File: src/rtl/mul_sequencer_pkg.sv
// Shared encodings for the shift-add multiply sequencer: FSM states,
// multiply type codes and the bit positions inside mul_type.
// No logic; imported by mul_sequencer and mul_operand_prep.
package mul_sequencer_pkg;

    typedef enum logic [1:0] {
        S_IDLE = 2'd0,
        S_ITER = 2'd1,
        S_SIGN = 2'd2,
        S_WB   = 2'd3
    } state_t;

    localparam logic [1:0] MT_MULI  = 2'd0;
    localparam logic [1:0] MT_MULR  = 2'd1;
    localparam logic [1:0] MT_MULSI = 2'd2;
    localparam logic [1:0] MT_MULSR = 2'd3;

    // mul_type[MT_REG_BIT]: 1 = register operand B, 0 = immediate
    // mul_type[MT_SIGNED_BIT]: 1 = signed multiply
    localparam int MT_REG_BIT    = 0;
    localparam int MT_SIGNED_BIT = 1;

endpackage

File: src/rtl/mul_operand_prep.sv
// Operand preparation: selects B (register or extended immediate) and
// produces |A|, |B| and the result sign. Purely combinational, zero latency.
// Ports: mul_type/op_a/op_b/imm in; mag_a/mag_b/neg out. No backpressure.
module mul_operand_prep
    import mul_sequencer_pkg::*;
#(
    parameter int DATA_W = 32,
    parameter int IMM_W  = 16
) (
    input  logic [1:0]        mul_type,
    input  logic [DATA_W-1:0] op_a,
    input  logic [DATA_W-1:0] op_b,
    input  logic [IMM_W-1:0]  imm,
    output logic [DATA_W-1:0] mag_a,
    output logic [DATA_W-1:0] mag_b,
    output logic              neg
);

    logic              is_signed;
    logic [DATA_W-1:0] imm_ext;
    logic [DATA_W-1:0] b_sel;

    assign is_signed = mul_type[MT_SIGNED_BIT];

    // The immediate follows the signedness of the multiply itself.
    assign imm_ext = is_signed ? {{(DATA_W-IMM_W){imm[IMM_W-1]}}, imm}
                               : {{(DATA_W-IMM_W){1'b0}}, imm};

    assign b_sel = mul_type[MT_REG_BIT] ? op_b : imm_ext;

    // The most-negative value maps onto itself; the unsigned magnitude
    // is still exact, so the final product is correct mod 2^DATA_W.
    assign mag_a = (is_signed && op_a[DATA_W-1])  ? -op_a  : op_a;
    assign mag_b = (is_signed && b_sel[DATA_W-1]) ? -b_sel : b_sel;
    assign neg   = is_signed & (op_a[DATA_W-1] ^ b_sel[DATA_W-1]);

endmodule

File: src/rtl/mul_sequencer.sv
// Multi-cycle shift-add multiplier: one partial product per cycle, fixed
// latency (write-back DATA_W+2 cycles after the accepting edge).
// Holds decode via stall while busy; start during busy is ignored; flush aborts.
// Ports: clk/rst (async active-low), request (start, mul_type, dest_reg,
// op_a, op_b, imm, set_flags, flush), status (busy, stall), write-back
// (wr_en, wr_addr, wr_data, flag_we, flag_n, flag_z, done).
module mul_sequencer
    import mul_sequencer_pkg::*;
#(
    parameter int DATA_W     = 32,
    parameter int IMM_W      = 16,
    parameter int REG_ADDR_W = 4
) (
    input  logic                  clk,
    input  logic                  rst,
    input  logic                  start,
    input  logic [1:0]            mul_type,
    input  logic [REG_ADDR_W-1:0] dest_reg,
    input  logic [DATA_W-1:0]     op_a,
    input  logic [DATA_W-1:0]     op_b,
    input  logic [IMM_W-1:0]      imm,
    input  logic                  set_flags,
    input  logic                  flush,
    output logic                  busy,
    output logic                  stall,
    output logic                  wr_en,
    output logic [REG_ADDR_W-1:0] wr_addr,
    output logic [DATA_W-1:0]     wr_data,
    output logic                  flag_we,
    output logic                  flag_n,
    output logic                  flag_z,
    output logic                  done
);

    localparam int CNT_W = $clog2(DATA_W + 1);
    localparam logic [CNT_W-1:0] CNT_LAST = CNT_W'(DATA_W - 1);

    state_t                state, state_nxt;
    logic                  accept;
    logic                  in_wb;

    logic [DATA_W-1:0]     acc;
    logic [DATA_W-1:0]     mcand;
    logic [DATA_W-1:0]     mplier;
    logic [CNT_W-1:0]      cnt;
    logic                  neg_q;
    logic                  set_flags_q;
    logic [REG_ADDR_W-1:0] dest_q;

    logic [DATA_W-1:0]     prep_mag_a;
    logic [DATA_W-1:0]     prep_mag_b;
    logic                  prep_neg;

    mul_operand_prep #(
        .DATA_W (DATA_W),
        .IMM_W  (IMM_W)
    ) u_prep (
        .mul_type (mul_type),
        .op_a     (op_a),
        .op_b     (op_b),
        .imm      (imm),
        .mag_a    (prep_mag_a),
        .mag_b    (prep_mag_b),
        .neg      (prep_neg)
    );

    // State register
    always_ff @(posedge clk or negedge rst) begin
        if (!rst) begin
            state <= S_IDLE;
            busy  <= 1'b0;
        end else begin
            state <= state_nxt;
            busy  <= (state_nxt != S_IDLE);
        end
    end

    // Next state and decoded strobes
    always_comb begin
        state_nxt = state;
        accept    = 1'b0;
        in_wb     = 1'b0;
        case (state)
            S_IDLE: begin
                if (start && !flush) begin
                    accept    = 1'b1;
                    state_nxt = S_ITER;
                end
            end
            S_ITER: begin
                if (flush)              state_nxt = S_IDLE;
                else if (cnt == CNT_LAST) state_nxt = S_SIGN;
            end
            S_SIGN: begin
                state_nxt = flush ? S_IDLE : S_WB;
            end
            S_WB: begin
                // The write in this cycle completes even under flush.
                in_wb     = 1'b1;
                state_nxt = S_IDLE;
            end
            default: state_nxt = S_IDLE;
        endcase
    end

    // Datapath: operand capture, iteration and sign fix-up
    always_ff @(posedge clk or negedge rst) begin
        if (!rst) begin
            acc         <= '0;
            mcand       <= '0;
            mplier      <= '0;
            cnt         <= '0;
            neg_q       <= 1'b0;
            set_flags_q <= 1'b0;
            dest_q      <= '0;
        end else if (accept) begin
            acc         <= '0;
            mcand       <= prep_mag_a;
            mplier      <= prep_mag_b;
            cnt         <= '0;
            neg_q       <= prep_neg;
            set_flags_q <= set_flags;
            dest_q      <= dest_reg;
        end else if (state == S_ITER) begin
            if (mplier[0]) acc <= acc + mcand;
            mcand  <= mcand << 1;
            mplier <= mplier >> 1;
            cnt    <= cnt + CNT_W'(1);
        end else if (state == S_SIGN) begin
            if (neg_q) acc <= -acc;
        end
    end

    // Write-back outputs are held at zero outside the WB cycle so idle
    // and reset present a clean all-zero interface.
    assign wr_en   = in_wb;
    assign done    = in_wb;
    assign wr_addr = in_wb ? dest_q : '0;
    assign wr_data = in_wb ? acc : '0;
    assign flag_we = in_wb & set_flags_q;
    assign flag_n  = wr_data[DATA_W-1];
    assign flag_z  = in_wb & (wr_data == '0);

    assign stall   = busy | (start & ~flush);

endmodule
File: config.mk
export PLATFORM = sky130hd
export DESIGN_NAME = mul_sequencer
export DESIGN_NICKNAME = d
export VERILOG_FILES = /design/src/rtl/mul_sequencer_pkg.sv /design/src/rtl/mul_operand_prep.sv /design/src/rtl/mul_sequencer.sv
export SDC_FILE = /design/constraint.sdc
export NUM_CORES = 1
export LEC_CHECK = 0
export CAP_MARGIN = 40
export CORE_ASPECT_RATIO = 0.7
export CORE_MARGIN = 3
export CORE_UTILIZATION = 45
export CTS_CLUSTER_SIZE = 8
export DETAILED_ROUTE_END_ITERATION = 16
export DONT_BUFFER_PORTS = 1
export SYNTH_ARGS = -nofsm -noshare
export SYNTH_HDL_FRONTEND = slang
export SYNTH_SLANG_ARGS = --single-unit
File: constraint.sdc
create_clock -name clk -period 3.45 [get_ports clk]
set_input_delay 0.69 -clock clk [delete_from_list [all_inputs] [get_ports clk]]
set_output_delay 0.69 -clock clk [all_outputs]
set_load 0.01 [all_outputs]
==> flow_summary.rst, run 1 <==
.. list-table::
   :header-rows: 1

   * - Metric
     - Value
   * - Proportion of power drawn by flip-flops and latches
     - 32.1%
   * - Global-route track usage on met3
     - 5.49%
   * - Die Height
     - roughly 120 um
   * - TritonCTS clock tree
     - yes
   * - Pins over their slew limit
     - 0
   * - Clock network fraction of design power
     - between 10% and 20%
   * - Share of the yosys chip area belonging to registers
     - between 30% and 40%
   * - Placeable core region
     - 19100 um2
   * - Initial DRC count
     - 717
   * - Net count reported at finish
     - about 1300
   * - Worst setup slack after layout
     - -0.465 ns
   * - Last weighted congestion value of the routability-driven placer
     - 0.935
   * - Result of the run
     - finished, violations left
   * - Pin count of the biggest net entering global routing
     - about 110
   * - Number of buffers inserted by post-CTS setup repair
     - 0
   * - Register clock-pin slew on the reported worst setup and hold paths
     - 0.07 ns
   * - Internal power
     - between 3 and 4 mW
   * - Source-to-sink clock delay at the later pin of the worst-skew pair
     - around 0.35 ns
   * - Failing checks
     - negative setup slack
   * - Share of flip-flops with an asynchronous set or reset after synthesis
     - 100%
   * - Biggest fanout along the worst timing path
     - 2
   * - Share of the cycle needed by the critical path after routing
     - 113%
   * - Library cells used by synthesis
     - between 60 and 70
   * - Number of top-level pins
     - roughly 130
   * - Required time of the critical path
     - 2.76 ns
   * - Quantity of I/O buffers inserted on ports
     - 0
   * - CTS root buf
     - sky130_fd_sc_hd__clkbuf_16
   * - VDD IR-drop max
     - roughly 0.38 mV
   * - Sw power
     - about 2.8 mW
   * - Logic gate share of total power
     - between 50% and 60%
   * - GR peak layer
     - met1
   * - Remaining Overflow, GRT
     - 0
   * - Residual antenna-violating net count after detailed routing
     - 0
   * - Gate Count Post-Synth
     - between 1000 and 1500
   * - Clock Sink Count
     - roughly 110
   * - Final design utilization
     - approximately 51%
   * - Fraction of final layout cells with drive strength greater than 1
     - around a tenth
   * - Number of antenna violations at the first check in global routing
     - 0
   * - Syn avg cell area
     - about 7.9 um2
   * - Layout Skew
     - about 0.0060 ns
   * - First-pass GRT wire length
     - approximately 42 mm
   * - Class of the most critical setup path
     - reg2out
   * - Met1 usage in global routing
     - a little under two fifths
   * - Number of H-tree branching levels
     - 3
   * - Sort of element at the end of the critical path
     - primary output
   * - Routed vias
     - 8385
   * - Total number of placement rows
     - 42
   * - CTS Buf Count
     - 9
   * - F_max
     - about 260 MHz
   * - Number of flops mapped to enable cells by yosys
     - 0
   * - Vias per cell
     - between 6 and 7
   * - Floorplan die area
     - approximately 21000 um2
   * - Total placed instance area
     - approximately 9400 um2
   * - RSZ-0062 raised after global routing
     - yes
   * - Post-DR wirelength/cell
     - 19.1 um
   * - Vias in the first global route
     - between 7000 and 8000
   * - Detailed Routing Iterations Pass 1
     - 5
   * - Buffer levels on the longest clock path
     - 2
   * - Commonest register cell after synthesis
     - sky130_fd_sc_hd__dfrtp_1
   * - Area added between synthesis and finish
     - 11.0%
   * - Max-cap violations
     - 0
   * - Syn nets
     - 1249
   * - Starting density of the core
     - between 40 and 50%
   * - Switching share of power
     - 42.4%
   * - Fin crit period
     - 3.92 ns
   * - Transition at the pin with the smallest max-transition slack
     - 0.936 ns
   * - CP Launch Type
     - flop
   * - Cell Pwr Density
     - around 670 nW/um2
   * - Post-route DRC violation count
     - 0
   * - Synth Register Bits
     - 111
   * - Global routing usage summed across all routing layers
     - 24.4%
   * - Synthesis warning total
     - 0
   * - Cell leakage power
     - around 4.2 nW
   * - Placed wire-length estimate
     - about 19 mm
   * - Met2 routing resource usage after global routing
     - between 30% and 40%
   * - Chip width
     - about 170 um
   * - Crit path arrival time
     - approximately 3.2 ns
   * - WL final
     - roughly 27 mm
   * - Total setup violations reported at the end of the flow
     - 1
   * - Class of the tightest hold or removal check
     - in2async
   * - Slew HR
     - between 30% and 40%
   * - Final standard cell area without fillers
     - 9780 um2
   * - Syn Std Cell Area
     - 8810 um2
   * - Final hold vios
     - 0
   * - Antenna diode count
     - 0
## power by group through the flow
stage               registers [mW]  logic, mW  clock network (mW)
detailed placement            2.10       3.21                   0
CTS                           2.08       3.23                1.17
floorplan                     1.98       2.39                   0
global route                  2.14       3.66                1.23
finish                        2.09       3.28                1.15
global placement              2.11       3.18                   0
## worst max-delay path: stages, from the launching register on
cell and delay, ns:
sky130_fd_sc_hd__dfrtp_1 0.38, sky130_fd_sc_hd__or3_4 0.39, sky130_fd_sc_hd__or3_4 0.34, sky130_fd_sc_hd__or3_4 0.36, sky130_fd_sc_hd__nor3_4 0.16, sky130_fd_sc_hd__nand2_2 0.09, sky130_fd_sc_hd__or4b_4 0.49, sky130_fd_sc_hd__or4_4 0.45
sky130_fd_sc_hd__nor4_4 0.22
## metrics by stage
stage / cells / hold WS, ns / TNS (ns) / power [mW] / setup slack (ns)
5_1_grt: 1392 / 0.00190 / -0.579 / 7.03 / -0.579
4_1_cts: 1391 / 0.0149 / -0.488 / 6.49 / -0.488
3_3_place_gp: 1374 / 0.399 / -1.46 / 5.29 / -0.303
3_5_place_dp: 1375 / 0.398 / -1.59 / 5.32 / -0.310
2_1_floorplan: 1122 / 0.394 / -0.216 / 4.37 / -0.191
6_report: 1392 / 0.0261 / -0.465 / 6.52 / -0.465
## cells by family after synthesis
family | after synthesis | share of synthesized area (%)
AO/OA/AOI/OAI | 405 | 27.3
AND/OR/NAND/NOR | 373 | 21.5
flip-flops | 111 | 31.5
buffers and inverters | 96 | 4.18
XOR/XNOR | 85 | 8.45
adder cells (fa/ha/maj) | 36 | 5.20
multiplexers | 16 | 1.85
## synthesized netlist by cell type (4+ instances only)
library cell	instances	area share (%)
sky130_fd_sc_hd__inv_1	21	0.89
sky130_fd_sc_hd__a31oi_1	11	0.78
sky130_fd_sc_hd__nor2b_1	6	0.43
sky130_fd_sc_hd__o221ai_1	7	0.70
sky130_fd_sc_hd__a21o_1	20	1.7
sky130_fd_sc_hd__a21oi_1	96	5.5
sky130_fd_sc_hd__o21bai_1	7	0.60
sky130_fd_sc_hd__nor3_1	48	2.7
sky130_fd_sc_hd__a22oi_1	27	2.3
sky130_fd_sc_hd__xnor2_1	40	4.0
sky130_fd_sc_hd__mux2i_1	14	1.6
sky130_fd_sc_hd__o211ai_1	5	0.43
sky130_fd_sc_hd__nand4_1	4	0.28
sky130_fd_sc_hd__dfrtp_1	111	32
sky130_fd_sc_hd__nor3b_1	13	1.1
sky130_fd_sc_hd__buf_1	9	0.38
sky130_fd_sc_hd__nor4_1	9	0.64
sky130_fd_sc_hd__o41ai_1	4	0.40
sky130_fd_sc_hd__o22ai_1	42	3.0
sky130_fd_sc_hd__nor2_1	68	2.9
sky130_fd_sc_hd__o31ai_1	9	0.77
sky130_fd_sc_hd__nand2b_1	5	0.36
sky130_fd_sc_hd__or4_1	6	0.51
sky130_fd_sc_hd__clkbuf_1	63	2.7
sky130_fd_sc_hd__nand2_1	119	5.1
sky130_fd_sc_hd__and2_1	4	0.28
sky130_fd_sc_hd__or3_1	19	1.3
sky130_fd_sc_hd__or2_2	5	0.36
sky130_fd_sc_hd__o21ai_0	154	8.7
sky130_fd_sc_hd__nand3_1	11	0.62
sky130_fd_sc_hd__ha_1	35	5.0
sky130_fd_sc_hd__xor2_1	45	4.5
sky130_fd_sc_hd__and3_1	35	2.5
## what timing repair did
| item | CTS | global route |
|---|---|---|
| hold buffers | 0 | 1 |
| setup endpoints to repair | 1 | 7 |
| resized for setup | 0 | 13 |
| hold endpoints to repair | 0 | 8 |
| pin swaps | 1 | 4 |
## final cells by class
cell class                      count  area, um2
Multi-Input combinational cell    915       5780
Timing Repair Buffer               64        495
Clock inverter                      7       92.6
Tap cell                          264        330
Clock buffer                        9        225
Sequential cell                   111       2780
Inverter                           22       82.6
Fill cell                        1897       9290
## final timing paths
| kind | endpoint | cells after the start | start | slack, ns |
|---|---|---|---|---|
| max | flag_z | 8 | acc[2] | -0.47 |
| min | acc[29] | 0 | rst | 0.03 |
| max reg2reg | acc[31] | 11 | acc[2] | 0.13 |
| min reg2reg | mplier[29] | 2 | mplier[29] | 0.48 |
| max in group asynchronous | acc[21] | 1 | rst | 2.44 |
| min in group clk | state[1] | 1 | flush | 0.40 |
## sequential cells by signal (all words and copies together) (netlist names)
signal / cells
mplier: 32
acc: 32
busy: 1
dest_q: 4
cnt: 6
mcand: 32
state: 2
neg_q: 1
set_flags_q: 1
## cells in the final DEF, fill, tap and decap left out, types with 5 or more instances in the layout
cell type	netlist	layout
sky130_fd_sc_hd__a21o_1	20	20
sky130_fd_sc_hd__a21oi_1	96	93
sky130_fd_sc_hd__a22oi_1	27	27
sky130_fd_sc_hd__a31oi_1	11	11
sky130_fd_sc_hd__and3_1	35	35
sky130_fd_sc_hd__buf_4	2	62
sky130_fd_sc_hd__clkbuf_16	0	9
sky130_fd_sc_hd__dfrtp_1	111	111
sky130_fd_sc_hd__ha_1	35	34
sky130_fd_sc_hd__inv_1	21	19
sky130_fd_sc_hd__mux2i_1	14	14
sky130_fd_sc_hd__nand2_1	119	119
sky130_fd_sc_hd__nand2b_1	5	5
sky130_fd_sc_hd__nand3_1	11	11
sky130_fd_sc_hd__nor2_1	68	66
sky130_fd_sc_hd__nor2b_1	6	6
sky130_fd_sc_hd__nor3_1	48	48
sky130_fd_sc_hd__nor3b_1	13	12
sky130_fd_sc_hd__nor4_1	9	6
sky130_fd_sc_hd__o211ai_1	5	5
sky130_fd_sc_hd__o21ai_0	154	150
sky130_fd_sc_hd__o21bai_1	7	7
sky130_fd_sc_hd__o221ai_1	7	7
sky130_fd_sc_hd__o22ai_1	42	42
sky130_fd_sc_hd__o31ai_1	9	9
sky130_fd_sc_hd__or2_2	5	5
sky130_fd_sc_hd__or3_1	19	19
sky130_fd_sc_hd__xnor2_1	40	40
sky130_fd_sc_hd__xor2_1	45	45
## layer usage
metal / up-vias / routed length (um)
met5: - / 0
met4: 0 / 286
met3: 18 / 1700
met2: 231 / 11000
met1: 4005 / 13600
li1: 4131 / -
(Power assumes the default switching activity.)
==> run 2: changes to the inputs <==
Settings changed: CORE_ASPECT_RATIO 0.7 to 1.1, DONT_BUFFER_PORTS 1 to not set, PLACE_DENSITY set to 0.71.
==> run 2 against run 1 <==
The run still ends with negative setup slack left. Wire length fell by 2.4%. Worst hold slack improved by 0.22 ns. First-iteration DRC count fell by 13%. Combinational power rose by 11%. Largest power group unchanged.
==> flow_summary.rst, run 2 (synthesis results as in run 1) <==
.. list-table::
   :header-rows: 1

   * - Metric
     - Value
   * - Post-DR wirelength/cell
     - between 15 and 20 um
   * - Class of the tightest hold or removal check
     - in2async
   * - Global routing usage summed across all routing layers
     - approximately a quarter
   * - Transition at the pin with the smallest max-transition slack
     - between 0.7 and 0.8 ns
   * - Fin crit period
     - ~4 ns
   * - Worst setup slack after layout
     - -0.645 ns
   * - Logic gate share of total power
     - 54.8%
   * - Floorplan die area
     - 21300 um2
   * - Source-to-sink clock delay at the later pin of the worst-skew pair
     - between 0.3 and 0.4 ns
   * - Clock Sink Count
     - 111
   * - Detailed Routing Iterations Pass 1
     - 5
   * - Final standard cell area without fillers
     - 11400 um2
   * - Crit-path slowest cell
     - sky130_fd_sc_hd__or4b_4
   * - Register clock-pin slew on the reported worst setup and hold paths
     - roughly 0.080 ns
   * - Number of top-level pins
     - around 130
   * - Number of H-tree branching levels
     - 3
   * - Residual antenna-violating net count after detailed routing
     - 0
   * - Number of cells on the worst reg-to-reg path
     - 10
   * - Number of antenna violations at the first check in global routing
     - 0
   * - Quantity of I/O buffers inserted on ports
     - roughly 130
   * - Sw power
     - 2.83 mW
   * - Crit path arrival time
     - around 3.4 ns
   * - Switching share of power
     - a little over two fifths
   * - Total setup violations reported at the end of the flow
     - 1
   * - RSZ-0062 raised after global routing
     - yes
   * - CP Launch Type
     - flop
   * - Placed wire-length estimate
     - around 19 mm
   * - Chip width
     - between 100 and 150 um
   * - VDD IR-drop max
     - 0.344 mV
   * - Most common cell type on the critical path
     - sky130_fd_sc_hd__or3_4
   * - Initial DRC count
     - ~620
   * - Share of the cycle needed by the critical path after routing
     - 119%
   * - Total placed instance area
     - between 10000 and 15000 um2
   * - Number of fill cells in the layout
     - 1763
   * - Post-placement cell count
     - approximately 1500
   * - Proportion of power drawn by flip-flops and latches
     - a little under 30%
   * - Result of the run
     - finished, violations left
   * - Largest registers ranked by flip-flop count
     - acc (32), mcand (32), mplier (32)
   * - Fraction of final layout cells with drive strength greater than 1
     - 12.6%
   * - Slew HR
     - between 40% and 50%
   * - Total number of placement rows
     - 53
   * - Sort of element at the end of the critical path
     - primary output
   * - Smallest hold slack
     - ~0.24 ns
   * - Buffer levels on the longest clock path
     - 2
   * - Pin count of the biggest net entering global routing
     - just over 80
   * - Placeable core region
     - between 15000 and 20000 um2
   * - Hold-fix buffer count after cts
     - 0
   * - F_max
     - about 240 MHz
   * - TritonCTS clock tree
     - yes
   * - Failing checks
     - negative setup slack
   * - WL final
     - 25.9 mm
   * - Biggest fanout along the worst timing path
     - 3
   * - CP max stage delay
     - approximately 0.48 ns
   * - Most common cell after layout, fill and taps aside
     - sky130_fd_sc_hd__o21ai_0
   * - Internal power
     - between 3 and 4 mW
   * - Clock network fraction of design power
     - between 10% and 20%
   * - CTS Buf Count
     - 9
   * - Net count reported at finish
     - about 1400
   * - Last weighted congestion value of the routability-driven placer
     - 0.912
   * - First-pass GRT wire length
     - 42.4 mm
   * - CTS root buf
     - sky130_fd_sc_hd__clkbuf_16
   * - Class of the most critical setup path
     - reg2out
   * - Max-cap violations
     - 0
   * - Area added between synthesis and finish
     - 29.0%
   * - Starting density of the core
     - a little under half
   * - Vias in the first global route
     - roughly 8600
   * - Layout Skew
     - roughly 0.01 ns
   * - Cell Chain, Critical Path
     - or3_4 -> or3_4 -> or3_4 -> nor3_4 -> nand2_2 -> or4b_4 -> or4_4 -> nor4_4 -> buf_2
   * - Die Height
     - ~150 um
   * - Worst reg2reg setup slack
     - 0.23 ns
   * - Post-Route Setup TNS
     - -0.645 ns
   * - Number of standard cells in the final layout excluding fillers
     - 1546
   * - Post-route DRC violation count
     - 0
   * - Pins over their slew limit
     - 0
   * - Cell leakage power
     - a little under 5 nW
   * - Routed vias
     - around 9000
   * - Final hold vios
     - 0
   * - Required time of the critical path
     - 2.76 ns
   * - Commonest non-fill, non-tap cells in the layout
     - sky130_fd_sc_hd__o21ai_0, sky130_fd_sc_hd__clkdlybuf4s50_1, sky130_fd_sc_hd__nand2_1
   * - Worst flop-to-flop path startpoint
     - acc[2]
   * - Remaining Overflow, GRT
     - 0
   * - Cell Pwr Density
     - between 500 and 600 nW/um2
   * - Pre-CTS worst setup slack
     - -0.818 ns
   * - Vias per cell
     - 5.81
   * - Worst reg2reg endpoint
     - acc[31]
[run 2: cell count changes in the layout (fill, tap and decap cells not counted), sizes merged]
cell,change
bufinv,-2
clkinvlp,+1
clkbuf,+1
diode,+1
dlygate4sd2,+1
dlygate4sd3,-1
clkdlybuf4s15,+4
buf,+45
clkdlybuf4s50,+121
[run 2: through the flow]
stage	power [mW]	util (%)
final	6.65	59.3
after floorplan	4.37	-
after global placement	5.51	57.3
after detailed placement	5.57	57.4
after global routing	7.16	59.3
after CTS	6.62	59.2
[run 2: area by class of cell]
cell class	count	area, um2	share of cell area (%)
antenna	1	2.50	0.0220
timing repair buffer	234	2110	18.5
clock buffer	10	239	2.10
clock inverter	6	43.8	0.385
multi-input combinational	915	5800	51.0
sequential	111	2780	24.4
tap	247	309	2.72
inverter	22	87.6	0.771
[run 2: how the worst max path moves through the flow]
stage	startpoint	endpoint	slack, ns	cells after the start
after floorplan	acc[2]	flag_z	-0.19	8
after global placement	op_a[0]	mcand[26]	-0.73	13
after detailed placement	op_a[0]	mcand[26]	-0.82	13
after CTS	acc[2]	flag_z	-0.67	9
after global routing	acc[2]	flag_z	-0.79	9
final	acc[2]	flag_z	-0.65	9
[run 2: metal layers]
layer	up-vias	GRT usage (%)	share of wire, %
li1	4473	-	-
met1	4196	31.1	44
met2	270	41.3	49
met3	36	2.98	5.1
met4	0	7.04	1.9
met5	-	0	0
[run 2: power groups by stage]
stage	Combinational, mW	Clock, mW	Sequential [mW]
after CTS	3.61	1.05	1.97
final	3.65	1.03	1.97
after global placement	3.53	0	1.98
after global routing	4.05	1.09	2.02
after floorplan	2.39	0	1.98
after detailed placement	3.58	0	1.99
[run 2: worst max-delay path, delay by kind of cell, from the launching register on]
kind	cells	cell delay (ns)
simple gates	8	2.49
buf+inv	1	0.17
flops	1	0.39
[run 2: repair_timing]
| action | in CTS | in global routing |
|---|---|---|
| endpoints found under the setup margin | 7 | 9 |
| cloned | 0 | 0 |
| resized for setup | 46 | 6 |
| buffers inserted | 3 | 0 |
| pin swaps | 12 | 5 |
==> run 3: changes to the inputs <==
--- a/config.mk
+++ b/config.mk
@@ -12,4 +12,5 @@
 export CTS_CLUSTER_SIZE = 8
 export DETAILED_ROUTE_END_ITERATION = 16
+export GPL_TIMING_DRIVEN = 0
 export PLACE_DENSITY = 0.71
 export SYNTH_ARGS = -nofsm -noshare
==> constraint.sdc (replaced) <==
create_clock -name clk -period 3.45 [get_ports clk]
set_input_delay 0.5175 -clock clk [delete_from_list [all_inputs] [get_ports clk]]
set_output_delay 0.5175 -clock clk [all_outputs]
set_load 0.01 [all_outputs]
==> run 3 against run 2 <==
Clock skew down 0.0030 ns. Highest routed layer is now met5. Fmax up 1.3%. Worst hold slack worse by 0.18 ns. The flow still finishes with violations (negative setup slack). Setup slack better by 0.053 ns. Clock-buffer cell count unchanged.
==> flow_summary.rst, run 3 (synthesis results as in run 1) <==
.. list-table::
   :header-rows: 1

   * - Metric
     - Value
   * - F_max
     - about 250 MHz
   * - Crit path arrival time
     - ~3.5 ns
   * - Cell Pwr Density
     - roughly 590 nW/um2
   * - Area added between synthesis and finish
     - 26.3%
   * - Number of top-level pins
     - around 130
   * - Most common cell after layout, fill and taps aside
     - sky130_fd_sc_hd__o21ai_0
   * - CP Launch Type
     - flop
   * - Crit path capture
     - flag_z
   * - Number of cells on the worst reg-to-reg path
     - 11
   * - Worst setup startpoint
     - acc[2]
   * - Required time of the critical path
     - 2.93 ns
   * - Post-Route Setup TNS
     - -0.593 ns
   * - Routed vias
     - around 9300
   * - Class of the tightest hold or removal check
     - in2async
   * - Number of fill cells in the layout
     - 1791
   * - Total number of placement rows
     - 53
   * - Transition at the pin with the smallest max-transition slack
     - about 0.75 ns
   * - VDD IR-drop max
     - around 0.31 mV
   * - Final standard cell area without fillers
     - 11100 um2
   * - Vias in the first global route
     - around 9000
   * - RSZ-0062 raised after global routing
     - yes
   * - Source-to-sink clock delay at the later pin of the worst-skew pair
     - ~0.37 ns
   * - Share of the cycle needed by the critical path after routing
     - 117%
   * - Layout Skew
     - 0.00702 ns
   * - Last weighted congestion value of the routability-driven placer
     - ~0.94
   * - TritonCTS clock tree
     - yes
   * - Vias per cell
     - 6.09
   * - Worst setup slack after layout
     - -0.593 ns
   * - Result of the run
     - finished, violations left
   * - Fin crit period
     - a little over 4 ns
   * - Number of antenna violations at the first check in global routing
     - 1
   * - Remaining Overflow, GRT
     - 0
   * - WL final
     - ~29 mm
   * - First-pass GRT wire length
     - between 40 and 50 mm
   * - Placed wire-length estimate
     - approximately 22 mm
   * - Cell leakage power
     - 4.58 nW
   * - Sort of element at the end of the critical path
     - primary output
   * - Residual antenna-violating net count after detailed routing
     - 0
   * - Detailed Routing Iterations Pass 1
     - 5
   * - Placeable core region
     - 19200 um2
   * - Worst flop-to-flop path startpoint
     - state[0]
   * - Final hold vios
     - 0
   * - CTS root buf
     - sky130_fd_sc_hd__clkbuf_16
   * - Biggest fanout along the worst timing path
     - 4
   * - Number of H-tree branching levels
     - 3
   * - Pins over their slew limit
     - 0
   * - Register clock-pin slew on the reported worst setup and hold paths
     - 0.08 ns
   * - Die Height
     - 153 um
   * - Post-route DRC violation count
     - 0
   * - CTS Buf Count
     - 9
   * - Starting density of the core
     - 46.0%
   * - Total placed instance area
     - around 11000 um2
   * - Post-DR wirelength/cell
     - around 19 um
   * - Largest registers ranked by flip-flop count
     - acc (32), mcand (32), mplier (32)
   * - Buffer levels on the longest clock path
     - 2
   * - Class of the most critical setup path
     - reg2out
   * - Failing checks
     - negative setup slack
   * - Quantity of I/O buffers inserted on ports
     - approximately 130
   * - Total setup violations reported at the end of the flow
     - 1
   * - Fraction of final layout cells with drive strength greater than 1
     - approximately 8.2%
   * - Pin count of the biggest net entering global routing
     - 46
   * - Net count reported at finish
     - approximately 1400
   * - Max-cap violations
     - 0
   * - Worst reg2reg setup slack
     - about 0.040 ns
   * - Clock Sink Count
     - around 110
   * - Antenna diode count
     - 0
   * - Floorplan die area
     - ~21000 um2
   * - Global routing usage summed across all routing layers
     - 26.1%
   * - Chip width
     - around 140 um
   * - Commonest non-fill, non-tap cells in the layout
     - sky130_fd_sc_hd__o21ai_0, sky130_fd_sc_hd__clkdlybuf4s50_1, sky130_fd_sc_hd__nand2_1
   * - Slew HR
     - 49.8%
   * - Worst reg2reg endpoint
     - acc[22]
   * - Initial DRC count
     - between 700 and 800
## run 3: worst max-delay path: stages (launching register included)
cell,delay [ns]
sky130_fd_sc_hd__dfrtp_1,0.39
sky130_fd_sc_hd__or3_4,0.40
sky130_fd_sc_hd__or3_4,0.35
sky130_fd_sc_hd__or3_4,0.37
sky130_fd_sc_hd__nor3_4,0.17
sky130_fd_sc_hd__nand2_2,0.10
sky130_fd_sc_hd__or4b_4,0.53
sky130_fd_sc_hd__or4_4,0.46
sky130_fd_sc_hd__nor4_4,0.21
sky130_fd_sc_hd__buf_2,0.18
## run 3: report_power, final
group | switching (mW) | total, mW | internal [mW]
registers | 0.485 | 2.14 | 1.66
logic | 1.88 | 3.32 | 1.44
clock network | 0.532 | 1.12 | 0.589
## run 3: area by class of cell
type | instances | area [um2] | area share (%)
clock buffer | 10 | 239 | 2.15
timing repair buffer | 154 | 1510 | 13.5
buffer | 70 | 289 | 2.60
sequential | 111 | 2780 | 25.0
clock inverter | 6 | 68.8 | 0.618
tap | 247 | 309 | 2.78
multi-input combinational | 915 | 5850 | 52.6
inverter | 22 | 86.3 | 0.776
## run 3: how the worst min path moves through the flow
stage,startpoint,end,cells past startpoint
floorplan,rst,acc[0],0
global placement,dest_q[0],dest_q[0],2
detailed placement,rst,acc[7],1
CTS,rst,acc[7],1
global route,rst,acc[7],1
finish,rst,acc[7],1
## run 3: what timing repair did
item | CTS | global route
pin swaps | 14 | 5
setup endpoints to repair | 64 | 39
buffers inserted | 13 | 5
hold buffers | 0 | 0
resized for setup | 48 | 25
## run 3: layer usage
| metal | share of wire, % | global-route usage [%] | vias up |
|---|---|---|---|
| li1 | - | - | 4456 |
| met1 | 41 | 32.9 | 4409 |
| met2 | 50 | 45.9 | 415 |
| met3 | 6.2 | 3.14 | 66 |
| met4 | 2.4 | 9.60 | 2 |
| met5 | 0.056 | 0 | - |
## run 3: through the flow
step	setup slack (ns)	power (mW)	instances	utilization, %	hold WS, ns
2_1_floorplan	-0.0182	4.37	1122	-	0.222
3_3_place_gp	-2.42	5.21	1501	54.6	0.455
3_5_place_dp	-1.54	5.29	1505	54.9	0.456
4_1_cts	-0.683	6.44	1532	57.5	0.0679
5_1_grt	-0.680	7.04	1535	58.1	0.0865
6_report	-0.593	6.58	1535	58.1	0.0609
